## config.mk

```make
export PLATFORM = sky130hd
export DESIGN_NAME = ysyx_24120013_core_ctrl
export DESIGN_NICKNAME = d
export VERILOG_FILES = /design/src/rtl/ysyx_24120013_defs.sv /design/src/rtl/ysyx_24120013_wdog.sv /design/src/rtl/ysyx_24120013_core_ctrl.sv
export SDC_FILE = /design/constraint.sdc
export NUM_CORES = 1
export LEC_CHECK = 0
export ABC_AREA = 1
export ABC_CLOCK_PERIOD_IN_PS = 2800
export CAP_MARGIN = 0
export CORE_MARGIN = 2
export CORE_UTILIZATION = 46
export DETAILED_ROUTE_END_ITERATION = 8
export PLACE_DENSITY_LB_ADDON = 0.1
export SYNTH_ARGS = -nofsm -noshare
export SYNTH_HDL_FRONTEND = slang
export SYNTH_HIERARCHICAL = 1
export SYNTH_SLANG_ARGS = --single-unit
```

## constraint.sdc

```tcl
create_clock -name clk -period 2.8 [get_ports clk]
set_input_delay 0.56 -clock clk [delete_from_list [all_inputs] [get_ports clk]]
set_output_delay 0.56 -clock clk [all_outputs]
set_load 0.02 [all_outputs]
```

## src/rtl/ysyx_24120013_defs.sv

```systemverilog
// rtl/ysyx_24120013_defs.sv - shared sequencer state, IDU command and memory-class encodings
package ysyx_24120013_defs;

  typedef enum logic [2:0] {
    ST_IDLE   = 3'd0,
    ST_FETCH  = 3'd1,
    ST_DECODE = 3'd2,
    ST_EXEC   = 3'd3,
    ST_MEM    = 3'd4,
    ST_WB     = 3'd5,
    ST_HALT   = 3'd6,
    ST_ERR    = 3'd7
  } state_e;

  localparam logic [1:0] CMD_ILL = 2'b00;
  localparam logic [1:0] CMD_ALU = 2'b01;
  localparam logic [1:0] CMD_RSV = 2'b10;
  localparam logic [1:0] CMD_SYS = 2'b11;

  localparam logic [1:0] MEM_NONE  = 2'b00;
  localparam logic [1:0] MEM_LOAD  = 2'b01;
  localparam logic [1:0] MEM_STORE = 2'b10;
  localparam logic [1:0] MEM_ILL   = 2'b11;

  // States that wait on a bus handshake and are therefore watched by the watchdog.
  function automatic logic is_wait_state(input state_e s);
    return (s == ST_FETCH) || (s == ST_MEM);
  endfunction

endpackage

```

## src/rtl/ysyx_24120013_wdog.sv

```systemverilog
// rtl/ysyx_24120013_wdog.sv - bus wait watchdog; expired on the last allowed wait cycle
module ysyx_24120013_wdog #(
  parameter int TIMEOUT_CYCLES = 255,
  parameter int TO_WIDTH       = 8
) (
  input  logic clk,
  input  logic rst_n,
  input  logic i_clear,
  input  logic i_enable,
  output logic o_expired
);

  localparam logic [TO_WIDTH-1:0] LIMIT = TO_WIDTH'(TIMEOUT_CYCLES - 1);

  logic [TO_WIDTH-1:0] r_count;

  always_ff @(posedge clk or negedge rst_n) begin
    if (!rst_n) begin
      r_count <= '0;
    end else if (i_clear) begin
      r_count <= '0;
    end else if (i_enable) begin
      r_count <= r_count + 1'b1;
    end
  end

  assign o_expired = i_enable && (r_count == LIMIT);

endmodule

```

## src/rtl/ysyx_24120013_core_ctrl.sv

```systemverilog
// rtl/ysyx_24120013_core_ctrl.sv - multi-cycle IFU/IDU/EXU/LSU/WBU sequencer
// Optional perf counters: YSYX_24120013_CTRL_PERF_EN
module ysyx_24120013_core_ctrl
  import ysyx_24120013_defs::*;
#(
  parameter int TIMEOUT_CYCLES = 255,
  parameter int TO_WIDTH       = 8
`ifdef YSYX_24120013_CTRL_PERF_EN
  ,parameter int PERF_WIDTH    = 32
`endif
) (
  input  logic       clk,
  input  logic       rst,
  input  logic       start,
  output logic       ifu_req,
  input  logic       ifu_rvalid,
  output logic       inst_we,
  input  logic [1:0] idu_command,
  input  logic [1:0] idu_mem,
  output logic       lsu_req,
  input  logic       lsu_rvalid,
  output logic       rf_we,
  output logic       pc_we,
  output logic       halt,
  output logic       err,
  output logic [2:0] state_o
`ifdef YSYX_24120013_CTRL_PERF_EN
  ,output logic [PERF_WIDTH-1:0] cycle_cnt,
  output logic [PERF_WIDTH-1:0] instret_cnt
`endif
);

  state_e r_state;
  state_e w_next;
  logic   w_rvalid;
  logic   w_wd_en;
  logic   w_wd_clear;
  logic   w_wd_expired;

  always_ff @(posedge clk or negedge rst) begin
    if (!rst) begin
      r_state <= ST_IDLE;
    end else begin
      r_state <= w_next;
    end
  end

  assign w_rvalid   = (r_state == ST_MEM) ? lsu_rvalid : ifu_rvalid;
  assign w_wd_en    = is_wait_state(r_state) && !w_rvalid;
  assign w_wd_clear = (w_next != r_state);

  ysyx_24120013_wdog #(
    .TIMEOUT_CYCLES(TIMEOUT_CYCLES),
    .TO_WIDTH      (TO_WIDTH)
  ) u_wdog (
    .clk      (clk),
    .rst_n    (rst),
    .i_clear  (w_wd_clear),
    .i_enable (w_wd_en),
    .o_expired(w_wd_expired)
  );

  always_comb begin
    w_next  = r_state;
    ifu_req = 1'b0;
    inst_we = 1'b0;
    lsu_req = 1'b0;
    rf_we   = 1'b0;
    pc_we   = 1'b0;
    halt    = 1'b0;
    err     = 1'b0;
    case (r_state)
      ST_IDLE: begin
        if (start) w_next = ST_FETCH;
      end
      ST_FETCH: begin
        ifu_req = 1'b1;
        if (ifu_rvalid) begin
          inst_we = 1'b1;
          w_next  = ST_DECODE;
        end else if (w_wd_expired) begin
          w_next = ST_ERR;
        end
      end
      ST_DECODE: begin
        case (idu_command)
          CMD_ILL: w_next = ST_ERR;
          CMD_SYS: w_next = ST_HALT;
          default: w_next = ST_EXEC;
        endcase
      end
      ST_EXEC: begin
        case (idu_mem)
          MEM_NONE:            w_next = ST_WB;
          MEM_LOAD, MEM_STORE: w_next = ST_MEM;
          default:             w_next = ST_ERR;
        endcase
      end
      ST_MEM: begin
        lsu_req = 1'b1;
        if (lsu_rvalid) begin
          w_next = ST_WB;
        end else if (w_wd_expired) begin
          w_next = ST_ERR;
        end
      end
      ST_WB: begin
        pc_we  = 1'b1;
        rf_we  = (idu_mem != MEM_STORE);
        w_next = ST_FETCH;
      end
      ST_HALT: begin
        halt = 1'b1;
      end
      ST_ERR: begin
        halt = 1'b1;
        err  = 1'b1;
      end
      default: w_next = ST_IDLE;
    endcase
  end

  assign state_o = r_state;

`ifdef YSYX_24120013_CTRL_PERF_EN
  logic [PERF_WIDTH-1:0] r_cycle_cnt;
  logic [PERF_WIDTH-1:0] r_instret_cnt;
  logic                  w_busy;
  logic                  w_retire;

  assign w_busy   = (r_state != ST_IDLE) && (r_state != ST_HALT) && (r_state != ST_ERR);
  // ebreak retires on its way into HALT even though it never reaches WB.
  assign w_retire = (r_state == ST_WB) || ((r_state == ST_DECODE) && (w_next == ST_HALT));

  always_ff @(posedge clk or negedge rst) begin
    if (!rst) begin
      r_cycle_cnt   <= '0;
      r_instret_cnt <= '0;
    end else begin
      if (w_busy)   r_cycle_cnt   <= r_cycle_cnt + 1'b1;
      if (w_retire) r_instret_cnt <= r_instret_cnt + 1'b1;
    end
  end

  assign cycle_cnt   = r_cycle_cnt;
  assign instret_cnt = r_instret_cnt;
`endif

endmodule

```

==> reports/results.md <==
| Parameter | Value | Unit |
|---|---|---|
| Run status | finished clean | - |
| Proportion of synthesized flip-flops having asynchronous set or reset | 1.00 | - |
| Placed wire-length estimate after detailed placement | 1440 | µm |
| Buffer depth of the longest clock path | 2 | - |
| Area of the core region | 0.00176 | mm² |
| Final Non-Filler Cells | 184 | - |
| Effective utilization at floorplan | 0.499 | - |
| Largest area contributor in the netlist | sky130_fd_sc_hd__dfrtp_1 | - |
| Average size of a mapped cell | 6.52 | µm² |
| Final hold violation count | 0 | - |
| Floorplan die area | 0.00228 | mm² |
| Setup repair after global routing missed its margin | false | - |
| FP Rows | 15 | - |
| Global-route wire length before repair | 3020 | µm |
| Area fraction of the dominant cell type after synthesis | 0.313 | - |
| Post-Synthesis Net Count | 149 | - |
| Actual slew at the worst max-slew pin | 0.488 | ns |
| Final setup TNS | 0 | ns |
| Via count | 858 | - |
| Tmin final | 2.56 | ns |
| Vias per cell | 4.66 | - |
| Placed Instances | 180 | - |
| DRT Wirelength | 1830 | µm |
| Final worst clock skew | 0.00417 | ns |
| Latest clock arrival within the worst-skew pair | 0.27 | ns |
| Ys Warns | 6 | - |
| Iteration-0 DRC Markers | 20 | - |
| Final period util | 0.915 | - |
| Max VDD drop | 0.622 | mV |
| Share of the synthesized area in compound gates (AO/OA/AOI/OAI) | 0.0526 | - |
| Diode count | 0 | - |
| Sort of element at the end of the critical path | flop | - |
| Number of DRC violations after detailed routing | 0 | - |
| Antenna violations before repair | 0 | - |
| Worst path slowest cell | sky130_fd_sc_hd__clkdlybuf4s50_1 | - |
| Most frequent CP cell | sky130_fd_sc_hd__nand2_1 | - |
| # fillers | 171 | - |
| Max Fanout on Critical Path | 5 | - |
| WL per Instance | 9.94 | µm |
| Combined area of the multi-input logic cells | 505 | µm² |
| Peak per-stage delay on the critical path | 0.43 | ns |
| Total global routing track utilization | 0.187 | - |
| # setup viols final | 0 | - |
| Overall die width | 47.7 | µm |
| Worst setup slack for register-to-register paths | 0.29 | ns |
| Clock Sink Count | 11 | - |
| Detailed-routed wire length on met2 | 785 | µm |
| Worst setup margin | 0.238 | ns |
| Final weighted congestion of routability-driven global placement | 0.866 | - |
| Buf/Inv on CP | 2 | - |
| Post-synthesis share of cell area spent on full adders, half adders and majority gates | 0.0711 | - |
| Maximum number of pins on one net before global-route repair | 13 | - |
| Reg clk slew, reported paths | 0.07 | ns |
| DR WL met3 | 76 | µm |
| Number of flops mapped to enable cells by yosys | 0 | - |
| Leading post-synthesis cells by cell area | sky130_fd_sc_hd__dfrtp_1, sky130_fd_sc_hd__nand2_1, sky130_fd_sc_hd__nor2_1, sky130_fd_sc_hd__inv_1, sky130_fd_sc_hd__ha_1 | - |
| Via count of the first global-routing pass | 723 | - |
| Post-Synthesis Cell Area | 880 | µm² |
| Count of hold-fix buffers inserted at cts | 0 | - |
| Flops & latches, synth | 11 | - |
| Top-Level Pins | 19 | - |
| Post-CTS setup-driven buffer insertion count | 0 | - |
| Remaining Overflow, GRT | 0 | - |
| Register cell area after layout | 277 | µm² |
| Router iterations before antenna repair | 5 | - |
| Maximum Capacitance Violations | 0 | - |
| Data required time of the worst path | 2.97 | ns |
| Combinational family with the most area after synthesis | simple AND/OR/NAND/NOR gates | - |
| Number of nets with antenna violations after detailed routing | 0 | - |
| Data arrival time at the worst-slack endpoint | 2.73 | ns |
| Highest attainable clock frequency | 0.390 | GHz |
| Post-synthesis mux area share | 0 | - |
| Post-Place Setup Slack | -0.135 | ns |
| Number of gates given a new drive strength after cts | 0 | - |
| Power per Cell Area | 940 | mW/mm² |
| Min Hold Slack | 0.559 | ns |
| Max-slew headroom at the worst pin | 0.673 | - |
| Simple-gate share of the synthesized area | 0.445 | - |
| Share of cells above drive strength 1 | 0.126 | - |
| Leading register cell type out of synthesis | sky130_fd_sc_hd__dfrtp_1 | - |
| Detailed-routing wirelength on met1 | 955 | µm |
| Clock tree from TritonCTS | yes | - |
| Overall Power | 1.06 | mW |
| Category of the most critical setup path | input port to flop | - |
| Die height | 47.7 | µm |
| Hold crit path type | flop to flop | - |
| Proportion of synthesized chip area in sequential cells | 0.313 | - |
| Slew Limit Fails | 0 | - |
| Number of buffer cells added on primary ports | 18 | - |
| Kind of cell with the highest combined delay on the critical path | simple AND/OR/NAND/NOR gates | - |
| Most frequent cell after synthesis | sky130_fd_sc_hd__nand2_1 | - |
| Startpoint type of the worst setup path | input port | - |
| Cell-by-cell listing of the critical path | clkdlybuf4s50_1 > inv_1 > nand3_1 > a21boi_1 > nand3_1 > nor3_2 > nor2_1 > nor2_1 > nand2_1 > nand2_1 > nand2_1 > nand2_1 > a21oi_1 > nand2_1 > nor2_4 > nor2_4 > nand3_1 > nand2_1 > nor2_1 | - |
| Highest signal layer in the routed design | met4 | - |
| Area share of xor/xnor cells in the synthesized design | 0 | - |
| Nets | 174 | - |
| CTS Buf Count | 3 | - |
| Clock root buffer master | sky130_fd_sc_hd__clkbuf_4 | - |
| Mapped Cells | 135 | - |
| Synthesis-to-layout area growth | 28.3 | % |
| Number of H-tree levels | 1 | - |
| Commonest cells in the netlist | sky130_fd_sc_hd__nand2_1, sky130_fd_sc_hd__nor2_1, sky130_fd_sc_hd__inv_1 | - |
| Unique masters post-synth | 18 | - |
| Leakage dissipation | 0.565 | nW |
==> cell type report <==
type                       count  share of cell area
sequential                    11               0.245
inverter                      21              0.0698
multi-input combinational    101               0.448
clock buffer                   4              0.0233
timing repair buffer          22               0.186
tap                           25              0.0277
==> layout by cell type, fill, tap and decap left out <==
| master | synthesis | routed |
|---|---|---|
| sky130_fd_sc_hd__nor2_4 | 2 | 2 |
| sky130_fd_sc_hd__buf_4 | 0 | 4 |
| sky130_fd_sc_hd__nand4_1 | 3 | 3 |
| sky130_fd_sc_hd__o21ai_0 | 2 | 2 |
| sky130_fd_sc_hd__nor2_1 | 21 | 21 |
| sky130_fd_sc_hd__nand3_2 | 2 | 2 |
| sky130_fd_sc_hd__clkbuf_1 | 0 | 1 |
| sky130_fd_sc_hd__nor3_2 | 0 | 1 |
| sky130_fd_sc_hd__inv_2 | 2 | 2 |
| sky130_fd_sc_hd__a21oi_2 | 1 | 1 |
| sky130_fd_sc_hd__inv_1 | 19 | 19 |
| sky130_fd_sc_hd__nor2_2 | 4 | 4 |
| sky130_fd_sc_hd__nand2_1 | 43 | 43 |
| sky130_fd_sc_hd__a21oi_1 | 4 | 4 |
| sky130_fd_sc_hd__dfrtp_2 | 0 | 1 |
| sky130_fd_sc_hd__dfrtp_1 | 11 | 10 |
| sky130_fd_sc_hd__clkbuf_4 | 0 | 3 |
| sky130_fd_sc_hd__ha_1 | 5 | 5 |
| sky130_fd_sc_hd__a21boi_1 | 0 | 1 |
| sky130_fd_sc_hd__nand3_1 | 12 | 12 |
| sky130_fd_sc_hd__clkdlybuf4s50_1 | 0 | 18 |
==> sequential cells by signal (all words and copies together) (netlist names) <==
name            flops
u_wdog/r_count      8
state_o             3
==> cell families after synthesis <==
kind of cell | count (synthesis)
compound gates | 8
simple gates | 88
fa+ha+maj | 5
buf+inv | 23
flops | 11
==> worst paths after layout <==
path | start | endpoint | cells after the start
worst max register to register | state_o[1] | u_wdog/r_count[5] | 18
min in group asynchronous | rst | u_wdog/r_count[1] | 1
max in group asynchronous | rst | state_o[0] | 1
worst max-delay path | ifu_rvalid | u_wdog/r_count[5] | 19
worst min-delay path | u_wdog/r_count[4] | u_wdog/r_count[4] | 2
worst min register to register | u_wdog/r_count[4] | u_wdog/r_count[4] | 2
==> per-layer routing <==
metal  global-route usage  vias up
li1                     -      463
met1                0.288      379
met2                0.259       13
met3               0.0566        3
met4               0.0324        0
met5                    0        -
==> report_power, final <==
| group | switching, mW | internal [mW] |
|---|---|---|
| clock network | 0.0527 | 0.0553 |
| logic | 0.403 | 0.287 |
| registers | 0.0733 | 0.190 |
==> tightest hold or removal path: cells and delay by family (launching register included) <==
kind             cells  cell delay [ns]
DFF                  1             0.41
and+or+nand+nor      2             0.12
==> stage by stage <==
| stage | cell area, µm² | utilization |
|---|---|---|
| 2_1_floorplan | 880 | - |
| 3_3_place_gp | 1100 | 0.621 |
| 3_5_place_dp | 1100 | 0.621 |
| 4_1_cts | 1120 | 0.636 |
| 5_1_grt | 1130 | 0.640 |
| 6_report | 1130 | 0.640 |
No activity file was read; power rests on OpenSTA's default activity.
